File: src/rtl/hyperspace_pkg.sv
// Shared constants for the hyperspace streaming core: pad map, widths and FSM states.
// io_in[IN_DATA_LSB +: 8] carries the input byte bit-reversed (pad 37 is the data LSB).
package hyperspace_pkg;

  localparam int unsigned IN_W  = 8;
  localparam int unsigned OUT_W = 16;
  localparam int unsigned IO_N  = 38;

  localparam int unsigned IN_DATA_LSB = 30;
  localparam int unsigned IN_LAST     = 29;
  localparam int unsigned IN_VALID    = 28;
  localparam int unsigned IN_READY    = 27;
  localparam int unsigned OUT_READY   = 18;
  localparam int unsigned OUT_VALID   = 17;
  localparam int unsigned OUT_LAST    = 16;

  // Outputs on bit 27 and bits 17:0; everything else is an input pad.
  localparam logic [IO_N-1:0] OEB_PATTERN = 38'h3F_F7FC_0000;

  typedef enum logic {COLLECT, EMIT} state_e;

endpackage

File: src/rtl/hyperspace_haar4.sv
// Combinational 4-point Haar-type reduction: unsigned bytes in, 16-bit two's complement out.
module hyperspace_haar4
  import hyperspace_pkg::*;
(
  input  logic [IN_W-1:0]  x0,
  input  logic [IN_W-1:0]  x1,
  input  logic [IN_W-1:0]  x2,
  input  logic [IN_W-1:0]  x3,
  output logic [OUT_W-1:0] y0,
  output logic [OUT_W-1:0] y1,
  output logic [OUT_W-1:0] y2
);

  logic [OUT_W-1:0] e0, e1, e2, e3;

  assign e0 = {{(OUT_W-IN_W){1'b0}}, x0};
  assign e1 = {{(OUT_W-IN_W){1'b0}}, x1};
  assign e2 = {{(OUT_W-IN_W){1'b0}}, x2};
  assign e3 = {{(OUT_W-IN_W){1'b0}}, x3};

  // Modulo-2^16 subtraction gives the two's complement result directly.
  assign y0 = e0 + e1 + e2 + e3;
  assign y1 = (e0 + e1) - (e2 + e3);
  assign y2 = (e0 + e2) - (e1 + e3);

endmodule

File: src/rtl/caravel_hyperspace.sv
// Caravel user-project streaming core: collects 4-byte blocks from the pads and emits three
// Haar coefficients per block on a valid/ready output port.
module caravel_hyperspace
  import hyperspace_pkg::*;
(
  input  logic            clock,
  input  logic            RSTB,
  input  logic [IO_N-1:0] io_in,
  output logic [IO_N-1:0] io_out,
  output logic [IO_N-1:0] io_oeb
);

  logic [IN_W-1:0] in_data;
  logic            in_last, in_valid, out_ready, in_ready;

  for (genvar k = 0; k < IN_W; k++) begin : g_unpack
    assign in_data[IN_W-1-k] = io_in[IN_DATA_LSB+k];
  end
  assign in_last   = io_in[IN_LAST];
  assign in_valid  = io_in[IN_VALID];
  assign out_ready = io_in[OUT_READY];

  logic unused_pads;
  assign unused_pads = ^{io_in[IN_READY:OUT_READY+1], io_in[OUT_READY-1:0]};

  state_e                 state_q;
  logic [1:0]             cnt_q, idx_q;
  logic [3:0][IN_W-1:0]   x_q, x_new;
  logic [2:0][OUT_W-1:0]  y_q;
  logic                   lastf_q, in_ready_q, out_valid_q, out_last_q;
  logic [OUT_W-1:0]       out_data_q;
  logic [OUT_W-1:0]       y0, y1, y2;

  // Unwritten slots stay zero because x_q is cleared after every block.
  always_comb begin
    x_new        = x_q;
    x_new[cnt_q] = in_data;
  end

  hyperspace_haar4 u_haar4 (
    .x0 (x_new[0]),
    .x1 (x_new[1]),
    .x2 (x_new[2]),
    .x3 (x_new[3]),
    .y0 (y0),
    .y1 (y1),
    .y2 (y2)
  );

  always_ff @(posedge clock) begin
    if (RSTB) begin
      state_q     <= COLLECT;
      cnt_q       <= '0;
      idx_q       <= '0;
      x_q         <= '0;
      y_q         <= '0;
      lastf_q     <= 1'b0;
      in_ready_q  <= 1'b0;
      out_valid_q <= 1'b0;
      out_last_q  <= 1'b0;
      out_data_q  <= '0;
    end else begin
      unique case (state_q)
        COLLECT: begin
          in_ready_q <= 1'b1;
          if (in_valid && in_ready_q) begin
            lastf_q <= lastf_q | in_last;
            if (cnt_q == 2'd3 || in_last) begin
              y_q         <= {y2, y1, y0};
              out_data_q  <= y0;
              out_valid_q <= 1'b1;
              out_last_q  <= 1'b0;
              in_ready_q  <= 1'b0;
              idx_q       <= '0;
              cnt_q       <= '0;
              x_q         <= '0;
              state_q     <= EMIT;
            end else begin
              x_q   <= x_new;
              cnt_q <= cnt_q + 2'd1;
            end
          end
        end
        EMIT: begin
          if (out_ready && out_valid_q) begin
            if (idx_q == 2'd2) begin
              out_valid_q <= 1'b0;
              out_last_q  <= 1'b0;
              out_data_q  <= '0;
              in_ready_q  <= 1'b1;
              lastf_q     <= 1'b0;
              idx_q       <= '0;
              state_q     <= COLLECT;
            end else begin
              idx_q      <= idx_q + 2'd1;
              out_data_q <= y_q[idx_q + 2'd1];
              out_last_q <= lastf_q && (idx_q == 2'd1);
            end
          end
        end
      endcase
    end
  end

  // Forced low combinationally so in_ready never shows 1 while reset is held.
  assign in_ready = in_ready_q & ~RSTB;

  always_comb begin
    io_out             = '0;
    io_out[IN_READY]   = in_ready;
    io_out[OUT_VALID]  = out_valid_q;
    io_out[OUT_LAST]   = out_last_q;
    io_out[OUT_W-1:0]  = out_data_q;
  end

  assign io_oeb = OEB_PATTERN;

endmodule

File: config.mk
export PLATFORM = sky130hd
export DESIGN_NAME = caravel_hyperspace
export DESIGN_NICKNAME = d
export VERILOG_FILES = /design/src/rtl/hyperspace_pkg.sv /design/src/rtl/hyperspace_haar4.sv /design/src/rtl/caravel_hyperspace.sv
export SDC_FILE = /design/constraint.sdc
export NUM_CORES = 1
export LEC_CHECK = 0
export ABC_AREA = 1
export ABC_CLOCK_PERIOD_IN_PS = 4300
export BUFFER_PORTS_ARGS = -buffer_cell sky130_fd_sc_hd__buf_2
export CAP_MARGIN = 15
export CORE_MARGIN = 1.5
export CORE_UTILIZATION = 40
export CTS_BUF_LIST = sky130_fd_sc_hd__clkbuf_4
export DETAILED_ROUTE_END_ITERATION = 16
export HOLD_SLACK_MARGIN = 0.05
export PLACE_DENSITY = 0.66
export SETUP_SLACK_MARGIN = 0.1
export SYNTH_ARGS = -nofsm -noshare
export SYNTH_HDL_FRONTEND = slang
export SYNTH_SLANG_ARGS = --single-unit
File: constraint.sdc
create_clock -name clock -period 4.3 [get_ports clock]
set_input_delay 0.215 -clock clock [delete_from_list [all_inputs] [get_ports clock]]
set_output_delay 0.215 -clock clock [all_outputs]
set_load 0.01 [all_outputs]
[Word level (Yosys, flattened, before mapping)]
Cells that the tools add are included.
Word-level totals
  register bits after elaboration: 105
  word-level logic and storage cells: 89
Cells by class
  add/subtract/negate cells: 10
  order comparisons: 3
  equality and inequality tests: 7
  mux-type cells: 39
  bitwise logic cells: 4
  reduce and logical (&&, ||, !) cells: 11
Operators by type and width (count)
  16-bit 2-to-1 mux: 5
  8-bit by 8-bit adder with 9-bit output: 4
  16-bit binary-select mux with 2-bit select: 1
  32-bit bitwise mux: 1
  32-bit 2-to-1 mux: 1
  16-bit case mux with 2 select lines: 1
  16-bit subtractor: 2
  1-bit 2-to-1 mux: 17
  16-bit by 8-bit adder with 16-bit output: 1
  8-bit demux with 2-bit select: 1
  9-bit by 8-bit adder with 10-bit output: 1
  2-bit 2-to-1 mux: 5
  1-bit case mux with 2 select lines: 5
  3-bit AND reduction: 3
  8-bit 2-to-1 mux: 1
  2-bit by 3-bit < comparator with 1-bit output (second input constant): 2
  2-bit by 1-bit adder with 2-bit output (second input constant): 2
  2-bit == test (second input constant): 2
  1-bit logical AND: 4
  2-bit by 1-bit != test with 1-bit output (second input constant): 2
  2-bit != test (second input constant): 2
  2-bit case mux with 2 select lines: 1
  2-bit AND reduction: 2
  4-bit AND reduction: 1
  other kinds (6): 7

[Longest topological paths before layout]
  depth after elaboration: 11
  depth in mapped cells: 34

[By module]
A second synthesis with hierarchy kept.
Unflattened totals
  cells, all modules: 1205
  area, all modules: 8066.5 µm²
Modules (own cells, without submodules)
  caravel_hyperspace: times used 1, cells each 814, area an instance 5410.2 µm², seq. area each 2102.0 µm²
  hyperspace_haar4: times used 1, cells each 391, area an instance 2656.3 µm², seq. area each 0.0 µm²

[Least setup slack after synthesis]
Ideal clock, no wire load.
  kind: register to register
  start: register cnt_q[0]
  end: register y_q[8] (netlist name)
  data arrival time: 3.863 ns
  data required time: 4.244 ns
  setup slack: 0.381 ns
  cell stages (with the launch flop): 31
  buffers on the path: 0
  period minus slack after synthesis: 3.919 ns
  cells stage by stage: dfxtp_1 inv_1 ha_1 o21ai_2 inv_1 nand2_1 nand2_1 inv_1 ha_1 inv_1 nand2_2 nand3_4 nand2_4 inv_1 o21ai_0 xor2_1 ha_1 a21oi_1 nand3_1 xnor2_1 inv_1 ha_1 nand2_1 o221ai_1 a31oi_1 inv_1 nand3_1 nand2_1 nand2_1 nand2_1 inv_1
Between the ends
  cells in the longest elaborated chain, start to end: 8
  elaborated cells between the ends (all ways): 12
  classes of those cells: add/sub: 3; order compare: 2; eq/ne: 1; mux: 3; reduce/logical: 3
RTL lines
  start, declared: line caravel_hyperspace.sv:27  | logic [1:0] cnt_q, idx_q;
  start signal, assigned: line caravel_hyperspace.sv:80  | cnt_q <= cnt_q + 2'd1;
  2-bit by 3-bit < comparator with 1-bit output (implied by the code) / 2-bit by 1-bit >= comparator with 1-bit output (equally long branches): line caravel_hyperspace.sv:37  | x_new[cnt_q] = in_data;
  1-bit logical AND (implied by the code): line caravel_hyperspace.sv:37
  8-bit 2-to-1 mux (implied by the code): line caravel_hyperspace.sv:37
  8-bit demux with 2-bit select: line caravel_hyperspace.sv:37
  32-bit bitwise mux: line caravel_hyperspace.sv:37
  8-bit by 8-bit adder with 9-bit output: line hyperspace_haar4.sv:22  | assign y0 = e0 + e1 + e2 + e3;
  9-bit by 8-bit adder with 10-bit output: line hyperspace_haar4.sv:22
  16-bit by 8-bit adder with 16-bit output: line hyperspace_haar4.sv:22
  end signal, assigned: line caravel_hyperspace.sv:69  | y_q <= {y2, y1, y0};
  end, declared: line caravel_hyperspace.sv:29  | logic [2:0][OUT_W-1:0] y_q;
Several ways; a longest one is shown, not always the timed one.
A chain may end at the register's enable or synchronous reset.

[Worst setup path in the final report]
  start: register cnt_q[1]
  end: register y_q[8] (netlist name)
Same word-level chain as after synthesis.

==> run_results.csv <==
group,metric,value,unit
die,chipHeight,140,um
final_layout,mostFrequentLayoutCells,"nand2_1, a21oi_1, inv_1, dfxtp_1, o21ai_0",
die,start_util,41.3,%
flow_run,max_cap_violations,0,
status,status,"complete, no violations",
hold_path,min_path_type,"in -> reg",
hold_path,hold_depth,4,
synth,synth_top_area_cell,"dfxtp_1",
critical_path,max_stage_delay,0.41,ns
route,wire_per_inst,13.7,um
critical_path,path_depth,27,
route,drc_errors,0,
synth,synth_area,7510,um^2
placement,place.gp.congestion,0.828,
grt,antenna_found_initial,1,
die,placementRows,49,
sta,min_period_over_period,91.8,%
die,num_io_pins,116,
placement,numPortBuffers,31,
critical_path,worst_ep_arrival_time,4.38,ns
synth,syn_inst,1053,
final_layout,n_fill_cell,1869,
cts,cts_buffers,9,
cts,clock-root-buffer,"clkbuf_4",
grt,grt_pass1_wl,29.5,mm
critical_path,cp_max_fo,7,
final_layout,drive_above_1_share,16.1,%
cts,ctsLongestPathBuffers,2,
critical_path,worstSetupStartpointType,"flip-flop",
critical_path,cp.required,4.73,ns
cts,cts_tree,"yes",
pwr,intPower,1.42,mW
sta,setup_viol,0,
synth,synth_area_leaders,"dfxtp_1, ha_1, nand2_1",
die,fp.dieArea,19600,um^2
pwr,irDropWorstVdd,0.127,mV
sta,final.min_clock_period,3.95,ns
sta,worstMarginPinSlew,1.12,ns
sta,finalClockSkew,0.0288,ns
critical_path,endpoint_kind,"flip-flop",
pwr,seqPwrFrac,43.0,%
final_layout,final_core_util,45.6,%
sta,relSlewSlack,25.1,%
placement,preCtsSetupSlack,-0.0629,ns
critical_path,path_common_cell,"nand2_1",
critical_path,r2r_cells,27,
synth,async_flop_share,0,%
sta,postLayoutSetupSlackWorst,0.352,ns
sta,finalHoldViolCount,0,
synth,syn_area_per_cell,7.13,um^2
sta,fmax,253,MHz
grt,grt_max_degree,75,
route,viasPerCell,5.01,
placement,dp_hpwl,13.6,mm
synth,yosysTopAreaCellShare,26.6,%
synth,synth_seq_cells,100,
route,first_pass_iters,5,
sta,rsz0062_at_grt,"no",
pwr,p_leak,4.03,nW
synth,synth_ff_type,"dfxtp_1",
critical_path,path_class,"reg -> reg",
pwr,pwr_density_cell,283,nW/um^2
synth,yosysSeqAreaShare,26.6,%
pwr,p_switching,0.926,mW
final_layout,area_growth,10.4,%
grt,overflow,0,
pwr,switching_share,39.5,%
cts,cts-htree-levels,3,
route,dr_total_vias,6689,
grt,grtUsageTotal,18.7,%
route,drt-total-wl,18.3,mm
cts,cts.clk_slew.worst_paths,0.17,ns
die,die_x,140,um
cts,clkLatencyLatePin,0.52,ns
synth,yosysWarnings,0,
final_layout,final_common_cell,"nand2_1",
grt,grt_pass1_vias,6062,
final_layout,layout.nets,1214,
synth,synth_edf_count,0,
die,coreArea,18200,um^2
sta,drv_slew,0,
synth,synth_cell_types,52,
critical_path,cp_slowest_cell,"dfxtp_4",
pwr,power_frac_comb,34.8,%
final_layout,multi_input_area,4860,um^2
final_layout,regArea,2010,um^2
critical_path,crit_family,"adder cells",
pwr,pwr-share-clk,22.2,%
critical_path,crit_buf_inv,7,
route,ant_nets,0,
cts,cts_sinks,100,
route,drt_first_iter_violations,427,
## power groups by stage
| stage | clock network, mW | registers [mW] | logic (mW) |
|---|---|---|---|
| finish | 0.522 | 1.01 | 0.815 |
| global route | 0.570 | 1.02 | 0.911 |
| CTS | 0.533 | 1.01 | 0.762 |
| detailed placement | 0 | 1.03 | 0.752 |
| global placement | 0 | 1.03 | 0.744 |
| floorplan | 0 | 1.03 | 0.586 |
## state kept, by name, summed over array words and instances (netlist names)
| name | flops |
|---|---|
| out_valid_q | 1 |
| state_q | 1 |
| x_q | 32 |
| idx_q | 2 |
| y_q | 43 |
| cnt_q | 2 |
| lastf_q | 1 |
| in_ready_q | 1 |
| out_data_q | 16 |
| out_last_q | 1 |
## worst register-to-register path, stage by stage (launching register included)
cell,delay (ns)
dfxtp_4,0.41
inv_4,0.05
ha_4,0.18
buf_6,0.14
nand2_1,0.06
nand2_1,0.11
ha_4,0.30
inv_1,0.05
o21bai_2,0.15
inv_2,0.06
nand2_4,0.10
inv_1,0.06
o21ai_2,0.16
xor2_2,0.26
ha_4,0.27
a21oi_2,0.14
nand3_2,0.09
xnor2_1,0.17
inv_1,0.09
ha_4,0.22
nand2_1,0.08
o221ai_1,0.14
a31oi_2,0.26
nand3_2,0.12
nand2_1,0.08
nand2_1,0.05
nand2_1,0.06
inv_1,0.04
## per-layer routing
metal	vias up	part of all wire (%)	GRT usage (%)	wire length (um)
li1	3447	-	-	-
met5	-	0	0	0
met3	19	2.5	1.98	461
met2	130	49	32.8	9030
met4	0	1.8	6.54	325
met1	3093	46	23.8	8450
## final timing paths
kind,start,slack (ns),to
max,cnt_q[1]$_SDFFE_PP0P_,0.35,y_q[8]$_SDFFE_PP0P_
min,io_in[18],0.11,state_q$_SDFF_PP0_
max reg2reg,cnt_q[1]$_SDFFE_PP0P_,0.35,y_q[8]$_SDFFE_PP0P_
min reg2reg,x_q[26]$_SDFFE_PP0P_,0.45,x_q[26]$_SDFFE_PP0P_
## Yosys cell counts (all sizes together), types with 3 or more instances
cell type / instances
xor2: 31
a31oi: 3
buf: 71
a21o: 4
a21oi: 135
dfxtp: 100
inv: 130
clkbuf: 24
o22ai: 4
nor2: 47
ha: 69
xnor2: 16
nand3: 31
fa: 6
o211ai: 4
o211a: 5
mux2: 4
a211oi: 4
a22oi: 7
nand4: 6
nor3: 8
nand2: 234
o21ai: 87
o21bai: 5
## through the flow
step	hold WS [ns]	setup TNS (ns)	instances	total power [mW]	area, um^2
after floorplan	0.380	0	1108	1.62	7720
after global placement	0.425	0	1309	1.77	7830
after detailed placement	0.430	-0.118	1309	1.78	7830
after CTS	0.0917	0	1328	2.30	8000
after global routing	0.135	0	1334	2.50	8300
final	0.115	0	1334	2.35	8300
## cells by family (layout without fill, tap and decap cells)
logic type | count (synthesis) | in the layout | synth area share, %
multiplexers | 4 | 4 | 0.600
buffers and inverters | 226 | 222 | 14.6
adder cells (fa/ha/maj) | 75 | 75 | 13.1
AO/OA/AOI/OAI | 269 | 269 | 20.2
flip-flops | 100 | 100 | 26.6
XOR/XNOR | 47 | 47 | 5.48
AND/OR/NAND/NOR | 330 | 330 | 19.3
other | 2 | 58 | 0.100
## layout make-up
cell class / count / area share [%]
Multi-Input combinational cell: 782 / 58.6
Sequential cell: 100 / 24.2
Timing Repair Buffer: 75 / 6.02
Inverter: 131 / 6.02
Tap cell: 229 / 3.45
Clock buffer: 9 / 0.814
Clock inverter: 7 / 0.799
Antenna cell: 1 / 0.0302
## repair_timing
action,in CTS,in global routing
buffers inserted,2,5
pin swaps,2,17
cloned,0,0
setup endpoints to repair,7,17
gates resized for setup,6,50
endpoints found under the hold margin,1,0
hold buffers,1,0
No activity file was read; power rests on OpenSTA's default activity.
